<file path="src/rtl/perf_counter_ctrl.sv">
`default_nettype none
// ============================================================================
// Module      : perf_counter_ctrl
// Description : Sequences a bank of NCNT event/cycle counters through START,
//               STOP, CLEAR and SNAP commands. All counting freezes while the
//               CPU is halted. The counters are read only through the
//               snapshot bank, one register at a time.
// Ports       : clk, rst       - clock, asynchronous active-high reset
//               halt           - CPU halt level, sampled every cycle
//               ev[NCNT]       - per-counter increment strobes
//               cmd_valid/op   - command request (00 START 01 STOP 10 CLEAR 11 SNAP)
//               cmd_ready      - low only while the clear sequence runs
//               sel            - snapshot register select
//               rdata          - registered snapshot[sel]
//               running        - registered, high in RUN
//               ovf[NCNT]      - sticky per-counter wrap flags
// Revision    : 1.0 - initial release
// ============================================================================
module perf_counter_ctrl #(
    parameter int WIDTH = 32,
    parameter int NCNT  = 4
) (
    input  logic                    clk,
    input  logic                    rst,
    input  logic                    halt,
    input  logic [NCNT-1:0]         ev,
    input  logic                    cmd_valid,
    input  logic [1:0]              cmd_op,
    output logic                    cmd_ready,
    input  logic [$clog2(NCNT)-1:0] sel,
    output logic [WIDTH-1:0]        rdata,
    output logic                    running,
    output logic [NCNT-1:0]         ovf
);

    localparam int              c_IW       = $clog2(NCNT);
    localparam logic [1:0]      c_OP_START = 2'b00;
    localparam logic [1:0]      c_OP_STOP  = 2'b01;
    localparam logic [1:0]      c_OP_CLEAR = 2'b10;
    localparam logic [1:0]      c_OP_SNAP  = 2'b11;
    localparam logic [c_IW-1:0] c_LAST_IDX = c_IW'(NCNT - 1);

    typedef enum logic [1:0] {
        S_IDLE   = 2'd0,
        S_RUN    = 2'd1,
        S_HALTED = 2'd2,
        S_CLR    = 2'd3
    } state_t;

    state_t           r_state;
    state_t           w_next;
    logic [c_IW-1:0]  r_clr_idx;
    logic [WIDTH-1:0] r_cnt  [NCNT];
    logic [WIDTH-1:0] r_snap [NCNT];
    logic [NCNT-1:0]  r_ovf;
    logic [WIDTH-1:0] r_rdata;
    logic             r_running;

    logic             w_accept;
    logic             w_snap;
    logic             w_clr_last;

    assign cmd_ready  = (r_state != S_CLR);
    assign w_accept   = cmd_valid & cmd_ready;
    // SNAP is honoured in every accepting state, even when halt wins the
    // state transition in the same cycle.
    assign w_snap     = w_accept & (cmd_op == c_OP_SNAP);
    assign w_clr_last = (r_state == S_CLR) && (r_clr_idx == c_LAST_IDX);

    // ------------------------------------------------------------------
    // State register
    // ------------------------------------------------------------------
    always_ff @(posedge clk or posedge rst) begin
        if (rst) begin
            r_state   <= S_IDLE;
            r_running <= 1'b0;
            r_clr_idx <= '0;
        end else begin
            r_state   <= w_next;
            // Registered from the next state so running lines up with RUN.
            r_running <= (w_next == S_RUN);
            // Index walks 0..NCNT-1 while clearing and wraps back to 0.
            if (r_state == S_CLR) begin
                r_clr_idx <= r_clr_idx + c_IW'(1);
            end else begin
                r_clr_idx <= '0;
            end
        end
    end

    // ------------------------------------------------------------------
    // Next-state logic
    // ------------------------------------------------------------------
    always_comb begin
        w_next = r_state;
        case (r_state)
            S_IDLE, S_RUN: begin
                // halt overrides any command arriving in the same cycle.
                if (halt) begin
                    w_next = S_HALTED;
                end else if (w_accept) begin
                    case (cmd_op)
                        c_OP_START: w_next = S_RUN;
                        c_OP_STOP:  w_next = S_IDLE;
                        c_OP_CLEAR: w_next = S_CLR;
                        default:    w_next = r_state;
                    endcase
                end
            end
            S_HALTED: begin
                // Only CLEAR leaves HALTED, whatever the halt level.
                if (w_accept && (cmd_op == c_OP_CLEAR)) begin
                    w_next = S_CLR;
                end
            end
            S_CLR: begin
                if (w_clr_last) begin
                    w_next = S_IDLE;
                end
            end
            default: w_next = S_IDLE;
        endcase
    end

    // ------------------------------------------------------------------
    // Counter bank, overflow flags and snapshot bank
    // ------------------------------------------------------------------
    always_ff @(posedge clk or posedge rst) begin
        if (rst) begin
            r_ovf <= '0;
            for (int i = 0; i < NCNT; i++) begin
                r_cnt[i]  <= '0;
                r_snap[i] <= '0;
            end
        end else begin
            for (int i = 0; i < NCNT; i++) begin
                if ((r_state == S_RUN) && ev[i]) begin
                    r_cnt[i] <= r_cnt[i] + WIDTH'(1);
                    if (&r_cnt[i]) begin
                        r_ovf[i] <= 1'b1;
                    end
                end else if ((r_state == S_CLR) && (r_clr_idx == c_IW'(i))) begin
                    r_cnt[i] <= '0;
                end
                // Snapshot takes the pre-increment value of this cycle.
                if (w_snap) begin
                    r_snap[i] <= r_cnt[i];
                end
            end
            if (w_clr_last) begin
                r_ovf <= '0;
            end
        end
    end

    // ------------------------------------------------------------------
    // Readout register
    // ------------------------------------------------------------------
    always_ff @(posedge clk or posedge rst) begin
        if (rst) begin
            r_rdata <= '0;
        end else begin
            r_rdata <= r_snap[sel];
        end
    end

    assign rdata   = r_rdata;
    assign running = r_running;
    assign ovf     = r_ovf;

endmodule
`default_nettype wire

</file>
<file path="config.mk">
export PLATFORM = sky130hd
export DESIGN_NAME = perf_counter_ctrl
export DESIGN_NICKNAME = d
export VERILOG_FILES = /design/src/rtl/perf_counter_ctrl.sv
export SDC_FILE = /design/constraint.sdc
export NUM_CORES = 1
export LEC_CHECK = 0
export CELL_PAD_IN_SITES_DETAIL_PLACEMENT = 1
export CELL_PAD_IN_SITES_GLOBAL_PLACEMENT = 1
export CORE_UTILIZATION = 35
export DETAILED_ROUTE_END_ITERATION = 8
export HOLD_SLACK_MARGIN = 0.06
export PLACE_DENSITY = 0.69
export SYNTH_ARGS = -nofsm -noshare
export SYNTH_HDL_FRONTEND = slang
export SYNTH_SLANG_ARGS = --single-unit
</file>
<file path="constraint.sdc">
create_clock -name clk -period 12.8 [get_ports clk]
set_clock_uncertainty 0.1 [all_clocks]
set_input_delay 1.28 -clock clk [delete_from_list [all_inputs] [get_ports clk]]
set_output_delay 1.28 -clock clk [all_outputs]
set_load 0.1 [all_outputs]
</file>
Yosys cells after proc, flatten, opt, wreduce, memory -nomap -nowiden:

Cells that the tools add are included.

* flip-flop bits (word level): 297
* bits of input ports: 12
* output and inout bits: 38
* logic and storage cells: 95

* add/subtract/negate cells: 5
* magnitude comparators: 1
* eq/ne operators: 11
* mux-type cells: 27
* bitwise gates (word level): 3
* reductions and logical operators: 32

Operators with widths (count)
* $mux 32: 10
* $add 32x1->32 const B: 4
* $reduce_and 32->1: 4
* $bmux 32 s2: 1
* $reduce_bool 2->1: 11
* $eq 2x2->1 const B: 6
* $pmux 2 s3: 2
* $mux 2: 5
* $logic_and 1x1->1: 9
* $eq 2x1->1 const B: 4
* $mux 1: 8
* $reduce_and 2->1: 4
* $logic_not 2->1: 3
* $mux 4: 1
* $ge 3x3->1 const B: 1
* $not 2->3: 1
* $add 2x1->2 const B: 1
* $and 1x1->1: 2
* $ne 2x2->1 const B: 1
* $reduce_or 2->1: 1

Longest topological paths before layout:

Gate-level depths: netlist of run 1.

* depth after elaboration: 6
* gate-level depth with buffers: 7
* gate-level depth less buffers: 6

Worst setup path before layout of run 1:

OpenSTA, ideal clock, no wires.

* path kind: input to register
* start point: input port ev[2]
* end point: register r_cnt[53] in the netlist's numbering
* setup time: 0.124 ns
* data arrival time: 2.726 ns
* data required time: 12.576 ns
* setup slack: 9.849 ns
* stages: 5
* path buffers: 1
* path through: nand4b_4 or4_1 clkbuf_2 or4_1 mux2i_1

* cells in the longest elaborated chain, start to end: 2
* elaborated cells between the ends (all ways): 3
* classes of those cells: mux: 1; reduce/logical: 2

RTL lines
* start: declaration: RTL line 26 `input logic [NCNT-1:0] ev,`
* $logic_and 1x1->1 *: RTL line 137 `if ((r_state == S_RUN) && ev[i]) begin`
* $mux 32 / $reduce_bool 2->1 (equally long branches)
* end signal: indexed assignment: RTL line 138 `r_cnt[i] <= r_cnt[i] + WIDTH'(1);`
* end: declaration: RTL line 53 `logic [WIDTH-1:0] r_cnt [NCNT];`

Mark *: on every way between the ends. The rest lies on a longest branch, timed or not.
A chain may end at the register's enable or synchronous reset.

Final worst setup path of run 1:

* start point: register r_state[1]
* end point: output port cmd_ready

* cells in the longest elaborated chain, start to end: 1

RTL lines
* start: declaration: RTL line 50 `state_t r_state;`
* start signal: assignment: RTL line 79 `r_state <= w_next;`
* $ne 2x2->1: RTL line 63 `assign cmd_ready = (r_state != S_CLR);`
* end: declaration: RTL line 29 `output logic cmd_ready,`

Every way passes these cells.

==> results of run 1 <==
sequential cells by signal, summed over array words and instances (netlist names):
name and cells:
ovf 4, r_clr_idx 2, r_cnt 128, r_snap 128, r_state 2, rdata 32
running 1
logic make-up (layout without fill, tap and decap cells):
family                     after synthesis  after routing  share of synthesized area [%]
and+or+nand+nor                        382            382                           14.8
DFF                                    297            297                           56.0
muxes                                  246            246                           22.7
AOI/OAI and AO/OA                       75             75                           3.68
buffers and inverters                   60            131                           1.82
adders and majority gates                8              8                          0.754
xor gates and xnor gates                 3              3                          0.198
layout make-up:
| type | count | area [µm²] |
|---|---|---|
| clock inverters | 4 | 73.8 |
| inverters | 15 | 63.8 |
| clock buffers | 50 | 1030 |
| repair buffers | 62 | 591 |
| flip-flops and latches | 297 | 7430 |
| well taps | 504 | 631 |
| multi-input cells | 714 | 5620 |
| fillers | 3952 | 21500 |
per-layer routing:
layer / vias to the layer above / GRT usage [%] / share of wire [%]
met2: 128 / 29.8 / 47
li1: 4066 / - / -
met1: 4745 / 26.6 / 48
met5: - / 0 / 0.034
met4: 2 / 5.46 / 2.4
met3: 50 / 2.46 / 3.1
power groups by stage:
stage          clock network, mW  logic, mW  registers [mW]
2_1_floorplan                  0      0.335            1.56
3_3_place_gp                   0      0.761            1.38
3_5_place_dp                   0      0.781            1.39
4_1_cts                    0.997      0.786            1.38
5_1_grt                     1.03      0.824            1.41
6_report                   0.972      0.775            1.38
critical path, delay by kind of cell (launching register included):
| family | cells | cell delay (ps) |
|---|---|---|
| AND/OR/NAND/NOR | 1 | 270 |
| buffers and inverters | 1 | 1160 |
| flip-flops | 1 | 650 |
path summary, 6_finish.rpt:
path | start | to | slack [ps] | cells after the start
worst max-delay path | r_state[1]$_DFF_PP0_ | cmd_ready | 8840 | 2
worst min-delay path | r_snap[53]$_DFFE_PP0P_ | r_snap[53]$_DFFE_PP0P_ | 390 | 2
worst max register to register | r_state[1]$_DFF_PP0_ | r_snap[51]$_DFFE_PP0P_ | 9400 | 5
worst min register to register | r_snap[53]$_DFFE_PP0P_ | r_snap[53]$_DFFE_PP0P_ | 390 | 2
max in group asynchronous | rst | r_snap[55]$_DFFE_PP0P_ | 9910 | 3
min in group asynchronous | rst | r_snap[97]$_DFFE_PP0P_ | 1210 | 2
cell usage in the layout, fill, tap and decap left out, drive strengths merged, types with 22 or more instances in the layout:
cell type / Yosys / layout
clkdlybuf4s50: 0 / 47
nand4: 58 / 58
mux4: 32 / 32
dfrtp: 297 / 297
mux2: 124 / 124
and3: 22 / 22
mux2i: 90 / 90
clkbuf: 33 / 50
o21ai: 35 / 35
nand2: 146 / 146
nand3: 57 / 57
nor2: 25 / 25
==> results_dict.tcl, run 1 <==
set metrics [dict create \
    status "finished clean" \
    grt_pass1_vias 9427 \
    total_power_mw 3.13 \
    gp_congestion 0.817 \
    synth-seq-cells 297 \
    io_pins 50 \
    synth_top_area_cell "dfrtp_1" \
    nets 1144 \
    portBuffers 49 \
    grt_overflow 0 \
    design.die.area_mm2 0.0387 \
    fin_ws_ps 8840 \
    finalSetupViolCount 0 \
    period_share_pct 31.0 \
    yosysWarnings 0 \
    crit_chain "nand2_1, clkdlybuf4s50_1" \
    post-route-util_pct 41.8 \
    yosys-top-cells-count "dfrtp_1, nand2_1, mux2_2" \
    clk-insertion-delay-late_ps 510 \
    die_w_um 197 \
    critPathKind "reg2out" \
    async_reset_ff_share_pct 100 \
    cp.required_ps 11420 \
    slew_headroom_pct 20.5 \
    syn_inst 1071 \
    p_sw_mw 1.12 \
    cts_made_buffers 34 \
    cellLeakagePower_nw 7.26 \
    syn_to_final_growth_pct 16.3 \
    die_h_um 197 \
    slowest_delay_ps 1160 \
    place_inst 1592 \
    worst_pin_slew_ps 1190 \
    coreArea_mm2 0.0370 \
    combPwrFrac_pct 24.8 \
    yosysUniqueCellTypes 41 \
    grt_setup_unrepaired "no" \
    ant_nets 0 \
    critPathLaunchType "flip-flop" \
    yosysMostFrequentCell "dfrtp_1" \
    internal_power_mw 2.01 \
    post_synth.cell_area_avg_um2 12.4 \
    grt_first_pass_wirelength_um 55700 \
    finalInstanceArea_mm2 0.0154 \
    clockRootBuffer "clkbuf_16" \
    drive_above_1_share_pct 20.1 \
    p_sw_share_pct 35.7 \
    ctsResizeCount 0 \
    clk_path_buf_depth 3 \
    place_area_mm2 0.0143 \
    seq_area_frac_synth_pct 56.0 \
    vias 8991 \
    synthDominantCellAreaShare_pct 56.0 \
    grt_max_degree 176 \
    drc 0 \
    instances_no_fill 1646 \
    cts.hold.buffers_added 0 \
    antenna_found_initial 2 \
    ys_top_cells_by_area "dfrtp_1, mux2_2, mux2i_1" \
    p_per_area_mw_per_mm2 203 \
    cts.sinks 297 \
    arrival_ps 2580 \
    cpMaxStageDelayCell "clkdlybuf4s50_1" \
    hpwl_um 23800 \
    drt-initial-drc-count 530 \
    tns_ps 0 \
    fmax_mhz 252 \
    vias_per_cell 5.46 \
    first_pass_iters 4 \
    ir_drop_mv 0.196 \
    cap_violations 0 \
    pwr-share-clk_pct 31.0 \
    synth_flop_cell "dfrtp_1" \
    period_needed_ps 3960 \
    post_drt_wl_per_cell_um 21.2 \
    diodes 0 \
    std_cell_rows 70 \
    synth_area_mm2 0.0133 \
    cp_max_fo 21 \
    htreeDepth 2 \
    hold_class "reg2reg" \
    initial_core_util_pct 35.9 \
    final_hold_viol_count 0 \
    grt_usage_pct 18.7 \
    cp-end-kind "output pin" \
    path_clk_slew_ps 60 \
    drt_wl_total_um 35000 \
    syn_nets 1091 \
    seq_power_share_pct 44.2 \
    holdWs_ps 385 \
    pre_cts_ws_ps 8710 \
    synth_edf_count 0 \
    postCtsSetupBuffers 0 \
    cts_tree "built" \
    final_max_slew_viol_count 0 \
]
No activity file was read; power rests on OpenSTA's default activity.
==> inputs of run 2 (changes only) <==
PLACE_DENSITY = 0.71   (was 0.69)
clock period = 3.3 ns   (was 12.8 ns; I/O delays follow)
==> results_dict.tcl, run 2 (synthesis results as in run 1) <==
set metrics [dict create \
    worst_pin_slew_ps 998 \
    htreeDepth 2 \
    holdWs_ps 167 \
    cp.required_ps 3620 \
    grt_usage_pct 19.0 \
    path_clk_slew_ps 60 \
    slew_headroom_pct 33.2 \
    design.die.area_mm2 0.0387 \
    crit_chain "nand4b_4, or4_1, or4_1, mux2i_1" \
    finalSetupViolCount 0 \
    layout_commonest_cell "dfrtp_1" \
    slowest_delay_ps 700 \
    final_cell_mix "dfrtp_1, nand2_1, mux2_2" \
    coreArea_mm2 0.0370 \
    ir_drop_mv 0.539 \
    initial_core_util_pct 35.9 \
    cp-end-kind "flip-flop" \
    grt_max_degree 91 \
    drt_wl_total_um 35200 \
    die_w_um 197 \
    io_pins 50 \
    grt_first_pass_wirelength_um 57200 \
    grt_overflow 0 \
    nets 1166 \
    period_needed_ps 2630 \
    ctsResizeCount 0 \
    grt_pass1_vias 9827 \
    grt_setup_unrepaired "no" \
    vias 9098 \
    cap_violations 0 \
    hpwl_um 24700 \
    post_drt_wl_per_cell_um 21.0 \
    drive_above_1_share_pct 22.0 \
    vias_per_cell 5.44 \
    final_hold_viol_count 0 \
    cp_max_fo 21 \
    final_max_slew_viol_count 0 \
    gp_congestion 0.794 \
    drc 0 \
    tns_ps 0 \
    fillers 3940 \
    clockRootBuffer "clkbuf_16" \
    critPathKind "reg2reg" \
    clk-insertion-delay-late_ps 510 \
    clk_path_buf_depth 3 \
    cellLeakagePower_nw 7.43 \
    die_h_um 197 \
    portBuffers 49 \
    cpMaxStageDelayCell "or4_1" \
    diodes 0 \
    cts.sinks 297 \
    critPathLaunchType "flip-flop" \
    ant_nets 0 \
    status "finished clean" \
    fmax_mhz 380 \
    p_per_area_mw_per_mm2 781 \
    hold_class "in2async" \
    cts.hold.buffers_added 0 \
    cts_made_buffers 34 \
    cp_common_cell "or4_1" \
    first_pass_iters 5 \
    arrival_ps 2950 \
    syn_to_final_growth_pct 18.4 \
    drt-initial-drc-count 663 \
    antenna_found_initial 0 \
    postCtsSetupBuffers 0 \
    cts_tree "built" \
    period_share_pct 79.7 \
    std_cell_rows 70 \
]
## run 2: path summary, 6_finish.rpt
kind,from,to,slack (ps),cells past startpoint
min in group clk,sel[1],rdata[1]$_DFF_PP0_,200,2
max in group asynchronous,rst,rdata[26]$_DFF_PP0_,1990,4
worst min register to register,r_snap[23]$_DFFE_PP0P_,r_snap[23]$_DFFE_PP0P_,380,2
worst max register to register,r_state[1]$_DFF_PP0_,r_cnt[53]$_DFFE_PP0P_,670,4
worst max-delay path,r_state[1]$_DFF_PP0_,r_cnt[53]$_DFFE_PP0P_,670,4
worst min-delay path,rst,rdata[8]$_DFF_PP0_,170,2
## run 2: layout make-up
type	instances	area, µm²	share of cell area, %
inverter	15	60.1	0.382
sequential	297	7430	47.3
multi-input combinational	714	5610	35.7
clock inverter	12	166	1.06
clock buffer	47	991	6.30
timing repair buffer	84	826	5.25
tap	504	631	4.01
## run 2: stage by stage
step	utilization [%]	instance area (µm²)	instances	setup slack [ps]	power, mW
2_1_floorplan	-	13300	1071	-1080	7.35
3_3_place_gp	39.4	14600	1614	615	8.31
3_5_place_dp	39.4	14600	1614	598	8.43
4_1_cts	42.5	15700	1673	687	12.4
5_1_grt	42.5	15700	1673	571	12.8
6_report	42.5	15700	1673	669	12.3
## run 2: critical path, delay by kind of cell (launching register included)
kind,cells,cell delay (ps)
flip-flops,1,600
multiplexers,1,210
AND/OR/NAND/NOR,3,1640
## run 2: metal layers
metal	track usage (%)	share of wire [%]	vias up
li1	-	-	4108
met1	26.3	46	4792
met2	31.2	48	144
met3	2.34	3.0	54
met4	5.57	2.4	0
met5	0	0	-
## run 2: report_power, final
part / total (mW) / switching (mW) / internal (mW) / leakage, nW
logic: 3.02 / 1.98 / 1.03 / 2.87
registers: 5.35 / 0.862 / 4.49 / 3.98
clock network: 3.92 / 1.51 / 2.41 / 0.572
==> inputs of run 3 (changes only) <==
clock period = 2.3 ns   (was 3.3 ns; I/O delays follow)
==> results_dict.tcl, run 3 (synthesis results as in run 1) <==
set metrics [dict create \
    status "finished clean" \
    die_h_um 197 \
    drt_wl_total_um 35800 \
    slew_headroom_pct 56.1 \
    period_needed_ps 2210 \
    fillers 3950 \
    clk_path_buf_depth 3 \
    cts.sinks 297 \
    hold_path.startpoint "sel[1]" \
    antenna_found_initial 1 \
    wl_met2_um 17200 \
    final_cell_mix "dfrtp_1, nand2_1, mux2_2" \
    design.die.area_mm2 0.0387 \
    coreArea_mm2 0.0370 \
    pre_cts_ws_ps -138 \
    cp.required_ps 2620 \
    post_drt_wl_per_cell_um 20.9 \
    critPathKind "reg2reg" \
    vias_per_cell 5.41 \
    cap_violations 0 \
    cellLeakagePower_nw 7.64 \
    cts_tree "built" \
    hpwl_um 25700 \
    cp-end-kind "flip-flop" \
    vias 9258 \
    worst_pin_slew_ps 658 \
    critPathLaunchType "flip-flop" \
    ir_drop_mv 1.26 \
    grt_pass1_vias 9985 \
    final_hold_viol_count 0 \
    syn_to_final_growth_pct 19.5 \
    cp_max_fo 7 \
    cpMaxStageDelayCell "or4_1" \
    path_clk_slew_ps 60 \
    io_pins 50 \
    hold_class "in2reg" \
    r2r-start "r_state[0]$_DFF_PP0_" \
    grt_setup_unrepaired "no" \
    std_cell_rows 70 \
    portBuffers 49 \
    htreeDepth 1 \
    initial_core_util_pct 35.9 \
    fin_ws_ps 90.1 \
    gp_congestion 0.817 \
    crit_start "r_state[0]$_DFF_PP0_" \
    ant_nets 0 \
    drive_above_1_share_pct 27.2 \
    fmax_mhz 453 \
    arrival_ps 2530 \
    die_w_um 197 \
    wl_met3_um 1230 \
    drc 0 \
    nets 1204 \
    grt_overflow 0 \
    first_pass_iters 5 \
    grt_usage_pct 19.1 \
    crit_family "simple AND/OR/NAND/NOR gates" \
    layout_commonest_cell "dfrtp_1" \
    cts_made_buffers 31 \
    p_per_area_mw_per_mm2 1080 \
    period_share_pct 96.1 \
    topRoutingLayerUsed "met4" \
    clk-insertion-delay-late_ps 560 \
    finalSetupViolCount 0 \
    slowest_delay_ps 590 \
    grt_max_degree 76 \
    grt_first_pass_wirelength_um 57900 \
    clockRootBuffer "clkbuf_16" \
    met1_length_um 16400 \
    crit_chain "nand4b_4, or4_1, buf_4, o311ai_0, o31ai_1" \
    drt-initial-drc-count 514 \
    crit_buf_inv 1 \
    tns_ps 0 \
    final_max_slew_viol_count 0 \
]
## run 3: changes by cell type in the layout (fill, tap and decap cells not counted), moves of 4 or more
cell,change
buf_4,+70
clkbuf_1,+4
buf_12,+6
clkbuf_16,-4
clkdlybuf4s50_1,-36
## run 3: worst paths after layout
| check | depth (start not counted) | to | slack, ps |
|---|---|---|---|
| worst min register to register | 1 | r_cnt[7]$_DFFE_PP0P_ | 380 |
| worst min-delay path | 3 | rdata[31]$_DFF_PP0_ | 220 |
| max in group asynchronous | 5 | rdata[18]$_DFF_PP0_ | 810 |
| worst max register to register | 5 | r_cnt[51]$_DFFE_PP0P_ | 90 |
| min in group asynchronous | 3 | r_cnt[100]$_DFFE_PP0P_ | 470 |
| worst max-delay path | 5 | r_cnt[51]$_DFFE_PP0P_ | 90 |
## run 3: layout make-up
cell class	instances	area [µm²]	area share, %
Antenna cell	1	2.50	0.0158
Tap cell	504	631	3.98
Multi-Input combinational cell	714	5640	35.5
Clock buffer	45	878	5.54
Timing Repair Buffer	125	1120	7.07
Inverter	15	60.1	0.379
Sequential cell	297	7430	46.9
Clock inverter	10	103	0.647
## run 3: what timing repair did
item / CTS / global route
resized for setup: 0 / 5
endpoints found under the setup margin: 0 / 4
endpoints found under the hold margin: 3 / 0
hold buffers: 1 / 0
buffers inserted: 0 / 0
## run 3: routing by layer
metal | GRT usage [%] | vias up
li1 | - | 4200
met1 | 26.2 | 4864
met5 | 0 | -
met2 | 31.3 | 130
met3 | 2.75 | 64
met4 | 6.20 | 0
## run 3: per-stage QoR
stage               total power [mW]  utilization, %  area [µm²]  cells  hold slack, ps
finish                          17.1            42.9       15900   1711             221
global placement                12.1            40.2       14900   1654             357
detailed placement              12.3            40.2       14900   1654             372
global route                    17.8            42.9       15900   1710             221
floorplan                       10.6               -       13300   1071             202
CTS                             17.3            42.9       15800   1710             192
## run 3: worst reg2reg max path, delay by kind of cell (launching register included)
kind	cells	cell delay, ps
simple gates	2	730
flops	1	530
compound gates	2	520
buf+inv	1	190
## run 3: where the power goes
part | leakage, nW | switching (mW) | internal, mW
Sequential | 3.98 | 1.24 | 6.44
Clock | 0.484 | 2.07 | 2.85
Combinational | 3.18 | 2.94 | 1.55
